[config.mk]
export PLATFORM = sky130hd
export DESIGN_NAME = alu_arbiter
export DESIGN_NICKNAME = d
export VERILOG_FILES = /design/src/rtl/alu_arbiter.sv
export SDC_FILE = /design/constraint.sdc
export NUM_CORES = 1
export LEC_CHECK = 0
export ABC_AREA = 1
export CAP_MARGIN = 30
export CORE_ASPECT_RATIO = 2
export CORE_MARGIN = 4
export CORE_UTILIZATION = 38
export CTS_CLUSTER_DIAMETER = 150
export DETAILED_ROUTE_END_ITERATION = 10
export GPL_ROUTABILITY_DRIVEN = 0
export MAX_ROUTING_LAYER = met4
export PLACE_DENSITY = 0.75
export SLEW_MARGIN = 5
export SYNTH_ARGS = -nofsm -noshare
export SYNTH_HDL_FRONTEND = slang
export SYNTH_SLANG_ARGS = --single-unit
[constraint.sdc]
create_clock -name clk -period 1.4 [get_ports clk]
set_clock_uncertainty 0.05 [all_clocks]
set_input_delay 0.28 -clock clk [delete_from_list [all_inputs] [get_ports clk]]
set_output_delay 0.28 -clock clk [all_outputs]
set_load 0.05 [all_outputs]
[src/rtl/alu_arbiter.sv]
// rtl/alu_arbiter.sv - round-robin arbiter sharing one combinational ALU between two requesters
// Optional ALU_ARB_PERF_EN adds 16-bit per-requester response counters r0_count/r1_count.
module alu_arbiter #(
  parameter int DATA_W = 8,
  parameter int OP_W   = 3,
  parameter int MAX_OP = 6
) (
  input  logic              clk,
  input  logic              rst_n,
  input  logic              r0_valid,
  output logic              r0_ready,
  input  logic [DATA_W-1:0] r0_op1,
  input  logic [DATA_W-1:0] r0_op2,
  input  logic [OP_W-1:0]   r0_opcode,
  output logic              r0_rsp_valid,
  input  logic              r0_rsp_ready,
  output logic [DATA_W-1:0] r0_result,
  output logic              r0_err,
  input  logic              r1_valid,
  output logic              r1_ready,
  input  logic [DATA_W-1:0] r1_op1,
  input  logic [DATA_W-1:0] r1_op2,
  input  logic [OP_W-1:0]   r1_opcode,
  output logic              r1_rsp_valid,
  input  logic              r1_rsp_ready,
  output logic [DATA_W-1:0] r1_result,
  output logic              r1_err,
  output logic [DATA_W-1:0] alu_operand1,
  output logic [DATA_W-1:0] alu_operand2,
  output logic [OP_W-1:0]   alu_operation,
  output logic              alu_enable,
  input  logic [DATA_W-1:0] alu_result
`ifdef ALU_ARB_PERF_EN
  ,
  output logic [15:0]       r0_count,
  output logic [15:0]       r1_count
`endif
);

  typedef enum logic [1:0] {IDLE, ISSUE, RESP} state_t;

  state_t            state_q;
  logic              prio_q;
  logic              owner_q;
  logic [DATA_W-1:0] alu_op1_q, alu_op2_q;
  logic [OP_W-1:0]   alu_opc_q;
  logic              alu_en_q;
  logic              r0_rsp_valid_q, r1_rsp_valid_q;
  logic [DATA_W-1:0] r0_result_q, r1_result_q;
  logic              r0_err_q, r1_err_q;

  logic              grant_d;
  logic              accept_d;
  logic              legal_d;
  logic              rsp_hs_d;
  logic [DATA_W-1:0] op1_d, op2_d;
  logic [OP_W-1:0]   opc_d;

  // prio_q only matters when both requesters are valid in the same cycle
  always_comb begin
    grant_d  = (r0_valid && r1_valid) ? prio_q : r1_valid;
    op1_d    = grant_d ? r1_op1 : r0_op1;
    op2_d    = grant_d ? r1_op2 : r0_op2;
    opc_d    = grant_d ? r1_opcode : r0_opcode;
    legal_d  = (opc_d <= OP_W'(MAX_OP));
    rsp_hs_d = (state_q == RESP) && (owner_q ? r1_rsp_ready : r0_rsp_ready);
  end

  assign r0_ready = rst_n && (state_q == IDLE) && r0_valid && !grant_d;
  assign r1_ready = rst_n && (state_q == IDLE) && r1_valid && grant_d;
  assign accept_d = r0_ready || r1_ready;

  always_ff @(posedge clk or negedge rst_n) begin
    if (!rst_n) begin
      state_q        <= IDLE;
      prio_q         <= 1'b0;
      owner_q        <= 1'b0;
      alu_op1_q      <= '0;
      alu_op2_q      <= '0;
      alu_opc_q      <= '0;
      alu_en_q       <= 1'b0;
      r0_rsp_valid_q <= 1'b0;
      r1_rsp_valid_q <= 1'b0;
      r0_result_q    <= '0;
      r1_result_q    <= '0;
      r0_err_q       <= 1'b0;
      r1_err_q       <= 1'b0;
    end else begin
      case (state_q)
        IDLE: begin
          if (accept_d) begin
            owner_q <= grant_d;
            prio_q  <= ~grant_d;
            if (legal_d) begin
              alu_op1_q <= op1_d;
              alu_op2_q <= op2_d;
              alu_opc_q <= opc_d;
              alu_en_q  <= 1'b1;
              state_q   <= ISSUE;
            end else begin
              // illegal opcode skips the ALU entirely and answers next cycle
              if (grant_d) begin
                r1_result_q    <= '0;
                r1_err_q       <= 1'b1;
                r1_rsp_valid_q <= 1'b1;
              end else begin
                r0_result_q    <= '0;
                r0_err_q       <= 1'b1;
                r0_rsp_valid_q <= 1'b1;
              end
              state_q <= RESP;
            end
          end
        end
        ISSUE: begin
          alu_en_q <= 1'b0;
          if (owner_q) begin
            r1_result_q    <= alu_result;
            r1_err_q       <= 1'b0;
            r1_rsp_valid_q <= 1'b1;
          end else begin
            r0_result_q    <= alu_result;
            r0_err_q       <= 1'b0;
            r0_rsp_valid_q <= 1'b1;
          end
          state_q <= RESP;
        end
        RESP: begin
          if (rsp_hs_d) begin
            if (owner_q) r1_rsp_valid_q <= 1'b0;
            else         r0_rsp_valid_q <= 1'b0;
            state_q <= IDLE;
          end
        end
        default: state_q <= IDLE;
      endcase
    end
  end

  assign alu_operand1  = alu_op1_q;
  assign alu_operand2  = alu_op2_q;
  assign alu_operation = alu_opc_q;
  assign alu_enable    = alu_en_q;
  assign r0_rsp_valid  = r0_rsp_valid_q;
  assign r1_rsp_valid  = r1_rsp_valid_q;
  assign r0_result     = r0_result_q;
  assign r1_result     = r1_result_q;
  assign r0_err        = r0_err_q;
  assign r1_err        = r1_err_q;

`ifdef ALU_ARB_PERF_EN
  logic [15:0] r0_cnt_q, r1_cnt_q;

  always_ff @(posedge clk or negedge rst_n) begin
    if (!rst_n) begin
      r0_cnt_q <= '0;
      r1_cnt_q <= '0;
    end else if (rsp_hs_d) begin
      if (owner_q) r1_cnt_q <= r1_cnt_q + 16'd1;
      else         r0_cnt_q <= r0_cnt_q + 16'd1;
    end
  end

  assign r0_count = r0_cnt_q;
  assign r1_count = r1_cnt_q;
`endif

endmodule

# ---- Word level (Yosys, flattened, before mapping)
# Cells that the tools add are included.
# Widths: inputs -> output; s select.
dict set report classes {
  magnitude_cmp 1
  n_eq_ne 12
  mux 38
  bitwise 1
  reduce_logical 20
}
# operator count
set ops {}
lappend ops {{$mux 8} 10}
lappend ops {{$pmux 8 s2} 2}
lappend ops {{$ne 2x2->1 const B} 10}
lappend ops {{$mux 1} 16}
lappend ops {{$reduce_and 7->1} 2}
lappend ops {{$reduce_and 5->1} 2}
lappend ops {{$logic_and 1x1->1} 7}
lappend ops {{$mux 2} 3}
lappend ops {{$pmux 1 s2} 3}
lappend ops {{$pmux 1 s3} 2}
lappend ops {{$pmux 2 s3} 1}
lappend ops {{$reduce_and 3->1} 2}
lappend ops {{$reduce_and 2->1} 2}
lappend ops {{$le 3x3->1 const B} 1}
lappend ops {{$mux 3} 1}
lappend ops {{$reduce_bool 3->1} 1}
lappend ops {{$eq 2x1->1 const B} 1}
lappend ops {{$eq 2x2->1 const B} 1}
lappend ops {{$logic_not 2->1} 1}
lappend ops {{$reduce_bool 2->1} 1}
lappend ops {{$logic_not 1->1} 1}
lappend ops {{$logic_or 1x1->1} 1}
lappend ops {{$not 1->1} 1}
dict set report word_totals {
  reg_bits 44
  input_bits 52
  wordCells 85
}

# ---- Logic depth before layout (Yosys ltp)
# Gate-level depths: netlist of run 1.
dict set report depth {
  ltp_word 7
  mapped_depth 12
}

# ---- Worst setup path before layout of run 1
# OpenSTA, ideal clock, no wires.
dict set report synth_path {
  path_kind {register -> register}
  startpoint {register state_q[1]}
  endpoint {register r0_err_q (netlist: r0_err)}
  arrival_ns 1.378
  required_ns 1.231
  slack_ns -0.147
  path_stages_with_launch 11
  n_path_buf 0
  cell_sequence {dfrtp_1 nor2_4 nand2_1 nand3_1 nand2_1 nand2_1 nand2_2 nor2_4 nand2_4 nand2_1 nand2_1}
}
dict set report synth_via {
  elab_chain_cells 7
  elab_cells_between_ends 15
  cone_classes {eq/ne: 5; mux: 1; reduce/logical: 9}
}
# element line
set synth_rtl {}
lappend synth_rtl {{start: declaration} 42} ;# state_t state_q;
lappend synth_rtl {{start signal: assignment} 75} ;# state_q <= IDLE;
lappend synth_rtl {{start signal: assignment} 99} ;# state_q <= ISSUE;
lappend synth_rtl {{start signal: assignment} 111} ;# state_q <= RESP;
lappend synth_rtl {{$logic_not 2->1} {69, 70, 89}}
lappend synth_rtl {{$logic_and 1x1->1} {69, 70}}
lappend synth_rtl {{$logic_and 1x1->1, on equally long branches (2 in a row)} {69, 70}}
lappend synth_rtl {{$logic_or 1x1->1} 71} ;# assign accept_d = r0_ready || r1_ready;
lappend synth_rtl {{$ne 2x2->1 (no line)} -}
lappend synth_rtl {{$reduce_and 5->1 (no line)} -}
lappend synth_rtl {{end signal: assignment} 86} ;# r0_err_q <= 1'b0;
lappend synth_rtl {{end signal: assignment} 108} ;# r0_err_q <= 1'b1;
lappend synth_rtl {{end signal: assignment} 123} ;# r0_err_q <= 1'b0;
lappend synth_rtl {{end: declaration} 50} ;# logic r0_err_q, r1_err_q;
# Several ways; a longest one is shown, not always the timed one.
# A chain may end at the register's enable or synchronous reset.

# ---- Worst setup path in the final report of run 1
dict set report layout_path {
  startpoint {register state_q[1]}
  endpoint {register r0_result_q[4] (netlist: r0_result[4])}
}
dict set report layout_via {
  elab_chain_cells 7
  elab_cells_between_ends 15
  cone_classes {eq/ne: 5; mux: 1; reduce/logical: 9}
}
# element line
set layout_rtl {}
lappend layout_rtl {{$logic_not 2->1} {69, 70, 89}}
lappend layout_rtl {{$logic_and 1x1->1} {69, 70}}
lappend layout_rtl {{$logic_and 1x1->1, on equally long branches (2 in a row)} {69, 70}}
lappend layout_rtl {{$logic_or 1x1->1} 71}
lappend layout_rtl {{$ne 2x2->1 (no line)} -}
lappend layout_rtl {{$reduce_and 5->1 (no line)} -}
lappend layout_rtl {{end signal: assignment} 122} ;# r0_result_q <= alu_result;
lappend layout_rtl {{end: declaration} 49} ;# logic [DATA_W-1:0] r0_result_q, r1_result_q;
# Several ways; a longest one is shown, not always the timed one.

==> results.toml, run 1 <==
[finish]
nNetsFinal = 488
multiInputGateArea_sq_um = 1280
fin_area_sq_um = 4540
area_delta_synth_final_pct = 106
n_antenna_cell = 0
seqCellArea_sq_um = 1100
fill_cells = 276
drive_above_1_share = 0.400

[worst_setup_path]
crit_path_end_kind = "flip-flop"
crit_type = "flip-flop to flip-flop"
path_buf_inv = 2
cp_data_required_time_ps = 1590
crit_family = "simple AND/OR/NAND/NOR gates"
ff2ff_setup_slack_ps = -360
worstPathArrival_ps = 1950
crit_top_cell = "nand2_2"
r2r_cells = 11
rr_startpoint = "state_q[1]"
start_kind = "flip-flop"
cp_slowest_stage_delay_ps = 420
cp_slowest_cell = "dfrtp_1"
path_cells = "nor2_4, buf_6, nand2_2, nand2_2, nand2_2, nand2_2, nand2_4, nor2_4, clkbuf_16, nand3_2, nand2_1"
reg2reg_to = "r0_result[4]"
crit_fanout = 4

[global_route]
grt_pass1_vias = 2540
overflow = 0
gr-usage-all-layers = 0.221
antenna_found_initial = 0
grt_max_degree = 39
grt_pass1_wl_um = 11400

[die]
die_x_um = 61.9
start_util = 0.390
dieArea_sq_um = 7170
pin_count = 94
fp-row-count = 39
core_sq_um = 5660
die_h_um = 116

[route]
antenna_left = 0
wl_per_cell_um = 16.7
drc = 0
num_vias = 2601
wl_um = 8330
drt_iter0_markers = 144
vias_per_cell = 5.22
firstDrtPassIters = 4

[logic_synthesis]
synth_cell_type_count = 17
ys_seq_elements = 44
syn-mean-instance-area_sq_um = 7.48
synth-seq-area-share = 0.499
syn-cell-area_sq_um = 2210
yosysWarningCount = 0
syn_nets = 347
synth_cells = 295

[status]
failed_checks = "setup timing"
status = "finished, violations left"

[timing]
finalSetupViolCount = 44
layout_min_cycle_time_ps = 1760
timing.slew.headroom = 0.676
rsz0062_at_grt = "yes"
worst_pin_slew_ps = 486
slew_violations = 0
fin_crit_sh = 1.26
final-hold-violation-count = 0
fmax_mhz = 568
worst_slack_ps = -360

[power_and_ir_drop]
p_leak_nw = 2.32
power.density_nw_per_um2 = 2350
peakVddDrop_uv = 2000

[placed_design]
portBuffers = 93
place_area_sq_um = 3830
dp_hpwl_um = 5070
pre_cts_ws_ps = -602

[cts]
clk_pin_slew_ps = 70
clock_latency_ps = 300
clk_path_buf_depth = 2
cts_max_level = 2
clock-sinks = 44
cts_tree = "built"
cts_buffers = 5
root_buffer = "clkbuf_16"

[min_path]
holdCritPathClass = "input port to asynchronous set/reset pin"

[job]
drv_cap = 0
-- report_power, final --
part	internal [mW]	switching (mW)	total (mW)
Sequential	1.74	0.537	2.28
Clock	0.894	0.529	1.42
Combinational	3.20	3.76	6.96
-- repair_timing --
item / 4_1_cts / 5_1_grt
setup endpoints to repair: 44 / 44
gates cloned: 2 / 3
pin swaps: 6 / 25
setup buffers: 9 / 7
hold buffers: 1 / 0
endpoints found under the hold margin: 6 / 0
gates resized for setup: 17 / 78
-- sequential cells by signal, summed over array words and instances (netlist names) --
register,flops
r0_result,8
alu_operand2,8
prio_q,1
owner_q,1
r1_rsp_valid,1
r0_err,1
r1_result,8
alu_enable,1
alu_operation,3
alu_operand1,8
r0_rsp_valid,1
state_q,2
r1_err,1
-- per-layer routing --
metal	track usage	part of all wire
met5	-	0
met4	0.0836	0.031
met3	0.0669	0.073
met2	0.397	0.58
met1	0.209	0.31
-- per-stage QoR --
stage	setup TNS, ps	instances	utilization	power (mW)	hold WS (ps)
2_1_floorplan	-3610	295	-	4.97	-65.6
3_3_place_gp	-22600	469	0.677	7.80	263
3_5_place_dp	-25490	469	0.677	7.90	271
4_1_cts	-9910	489	0.735	9.69	127
5_1_grt	-16140	498	0.802	11.1	175
6_report	-13070	498	0.802	10.7	136
-- worst max path at each step --
stage / to / cells after the start / slack [ps] / startpoint
final: r0_result[4] / 11 / -360 / state_q[1]
after global routing: r1_result[3] / 11 / -450 / state_q[1]
after CTS: r1_ready / 7 / -260 / prio_q
after detailed placement: r1_result[2] / 10 / -600 / r0_valid
after global placement: r0_result[2] / 10 / -530 / r0_valid
after floorplan: r0_err / 10 / -140 / state_q[1]
-- cells in the mapped netlist --
cell | number | share of area
a21boi_4 | 1 | 0.0085
a21oi_1 | 4 | 0.0091
buf_2 | 4 | 0.0091
buf_6 | 2 | 0.010
buf_8 | 1 | 0.0068
clkbuf_1 | 3 | 0.0051
dfrtp_1 | 44 | 0.50
inv_1 | 18 | 0.031
nand2_1 | 163 | 0.28
nand2_2 | 5 | 0.014
nand2_4 | 3 | 0.015
nand3_1 | 26 | 0.059
nand3_4 | 1 | 0.0079
nor2_1 | 12 | 0.020
nor2_4 | 3 | 0.015
o21ai_0 | 3 | 0.0068
o22ai_1 | 2 | 0.0057
-- cells in the final DEF, fill, tap and decap left out, drive strengths merged --
cell type	instances
dlygate4sd3	1
nor2	15
o21ai	3
bufinv	1
dlygate4sd2	2
a21boi	1
clkinvlp	1
inv	17
nand3	27
clkinv	1
dfrtp	44
a21oi	4
o22ai	2
buf	88
clkdlybuf4s50	48
clkbuf	8
nand2	174
-- cell type report --
| type | instances | area share |
|---|---|---|
| Sequential cell | 44 | 0.243 |
| Clock inverter | 2 | 0.00855 |
| Multi-Input combinational cell | 226 | 0.283 |
| Tap cell | 61 | 0.0168 |
| Inverter | 18 | 0.0174 |
| Timing Repair Buffer | 141 | 0.401 |
| Clock buffer | 6 | 0.0306 |
-- kinds of logic after synthesis --
group,share of synthesized area
buffers and inverters,0.0618
DFF,0.499
and+or+nand+nor,0.409
AOI/OAI and AO/OA,0.0300
Note: power is estimated with default switching activity, not from simulation.
==> run 2: changes to the inputs <==
Settings changed: CORE_ASPECT_RATIO 2 to default, CTS_CLUSTER_SIZE from default to 12.
==> results.toml, run 2 (same netlist as run 1, synthesis figures left out) <==
[global_route]
grt_pass1_vias = 2468
overflow = 0
gr-usage-all-layers = 0.212
grt_max_degree = 28
grt_pass1_wl_um = 11900
antenna_found_initial = 0

[timing]
layout_min_cycle_time_ps = 1750
rsz0062_at_grt = "yes"
fmax_mhz = 573
worst_slack_ps = -346
final-hold-violation-count = 0
slew_violations = 0
timing.slew.headroom = 0.516
fin_crit_sh = 1.25
finalSetupViolCount = 44
worst_pin_slew_ps = 726

[power_and_ir_drop]
peakVddDrop_uv = 1560
p_total_mw = 10.4
power.density_nw_per_um2 = 2240
p_leak_nw = 2.31

[worst_setup_path]
crit_path_end_kind = "flip-flop"
worstPathArrival_ps = 1900
cp_slowest_stage_delay_ps = 350
cp_slowest_cell = "dfrtp_1"
crit_fanout = 7
start_kind = "flip-flop"
crit_top_cell = "nand2_4"
crit_family = "buffers and inverters"
crit_type = "flip-flop to flip-flop"
cp_data_required_time_ps = 1550
path_buf_inv = 5
path_cells = "inv_2, buf_6, a21boi_4, buf_6, nand2_4, nand2_4, nand3_4, nand2_4, inv_6, clkbuf_16, nand2_4, nand2_2"

[finish]
drive_above_1_share = 0.434
layout_commonest_cell = "nand2_1"
n_antenna_cell = 0
final_cell_mix = "116 x nand2_1, 48 x clkdlybuf4s50_1, 46 x buf_12"
area_delta_synth_final_pct = 110
nNetsFinal = 492
instances_no_fill = 512

[die]
dieArea_sq_um = 7090
die_h_um = 84.2
start_util = 0.396
pin_count = 94
fp-row-count = 27
die_x_um = 84.2
core_sq_um = 5570

[status]
failed_checks = "setup timing"
status = "finished, violations left"

[placed_design]
dp.cells = 477
pre_cts_ws_ps = -640
dp_hpwl_um = 5000
portBuffers = 93

[cts]
clk_pin_slew_ps = 80
root_buffer = "clkbuf_8"
clock-sinks = 44
cts_tree = "built"
clk_path_buf_depth = 2
clock_latency_ps = 300
cts_max_level = 2
cts_buffers = 5

[route]
firstDrtPassIters = 5
wl_um = 9220
num_vias = 2613
drt_iter0_markers = 175
vias_per_cell = 5.10
drc = 0
antenna_left = 0
wl_per_cell_um = 18.0

[job]
drv_cap = 0

[min_path]
holdCritPathClass = "input port to asynchronous set/reset pin"
-- run 2: worst register-to-register path: cells and delay by family (launching register included) --
kind / cells / cell delay [ps]
and+or+nand+nor: 6 / 560
AOI/OAI and AO/OA: 1 / 150
DFF: 1 / 350
buffers and inverters: 5 / 540
-- run 2: area by class of cell --
cell class	instances	area, sq um
Timing Repair Buffer	147	1900
Multi-Input combinational cell	224	1380
Sequential cell	44	1100
Fill cell	276	935
Tap cell	72	90.1
Inverter	18	78.8
Clock buffer	5	68.8
Clock inverter	2	12.5
-- run 2: worst paths after layout --
kind,startpoint,end,slack [ps],depth (start not counted)
min in group clk,r1_result[2],r1_result[2],500,2
max reg2reg,prio_q,alu_operation[0],-350,12
min,rst_n,state_q[0],340,3
min reg2reg,r1_result[2],r1_result[2],500,2
max in group asynchronous,rst_n,r0_result[2],480,3
max,prio_q,alu_operation[0],-350,12
-- run 2: stage by stage --
stage / area (sq um) / hold WS (ps) / util / setup TNS, ps
final: 4640 / 338 / 0.832 / -12870
after global routing: 4640 / 425 / 0.832 / -17530
after CTS: 4100 / 351 / 0.735 / -10550
after detailed placement: 3820 / 263 / 0.686 / -27110
after global placement: 3820 / 258 / 0.686 / -24300
after floorplan: 2230 / -65.6 / - / -3610
-- run 2: repair_timing --
| item | 4_1_cts | 5_1_grt |
|---|---|---|
| resized for setup | 25 | 94 |
| endpoints found under the setup margin | 46 | 61 |
| pin swaps | 5 | 38 |
| setup buffers | 8 | 14 |
| hold buffers | 2 | 0 |
| endpoints found under the hold margin | 44 | 0 |
| gates cloned | 1 | 3 |
-- run 2: where the power goes --
part / switching (mW) / total [mW] / internal [mW]
registers: 0.533 / 2.27 / 1.74
logic: 3.96 / 7.33 / 3.37
clock network: 0.442 / 0.780 / 0.338
-- run 2: routing by layer --
metal  vias to the layer above  wire length, um  GRT usage
li1                       1194                -          -
met1                      1287             3460      0.242
met2                       108             4970      0.366
met3                        24              532     0.0343
met4                         0              263     0.0906
met5                         -                0          -
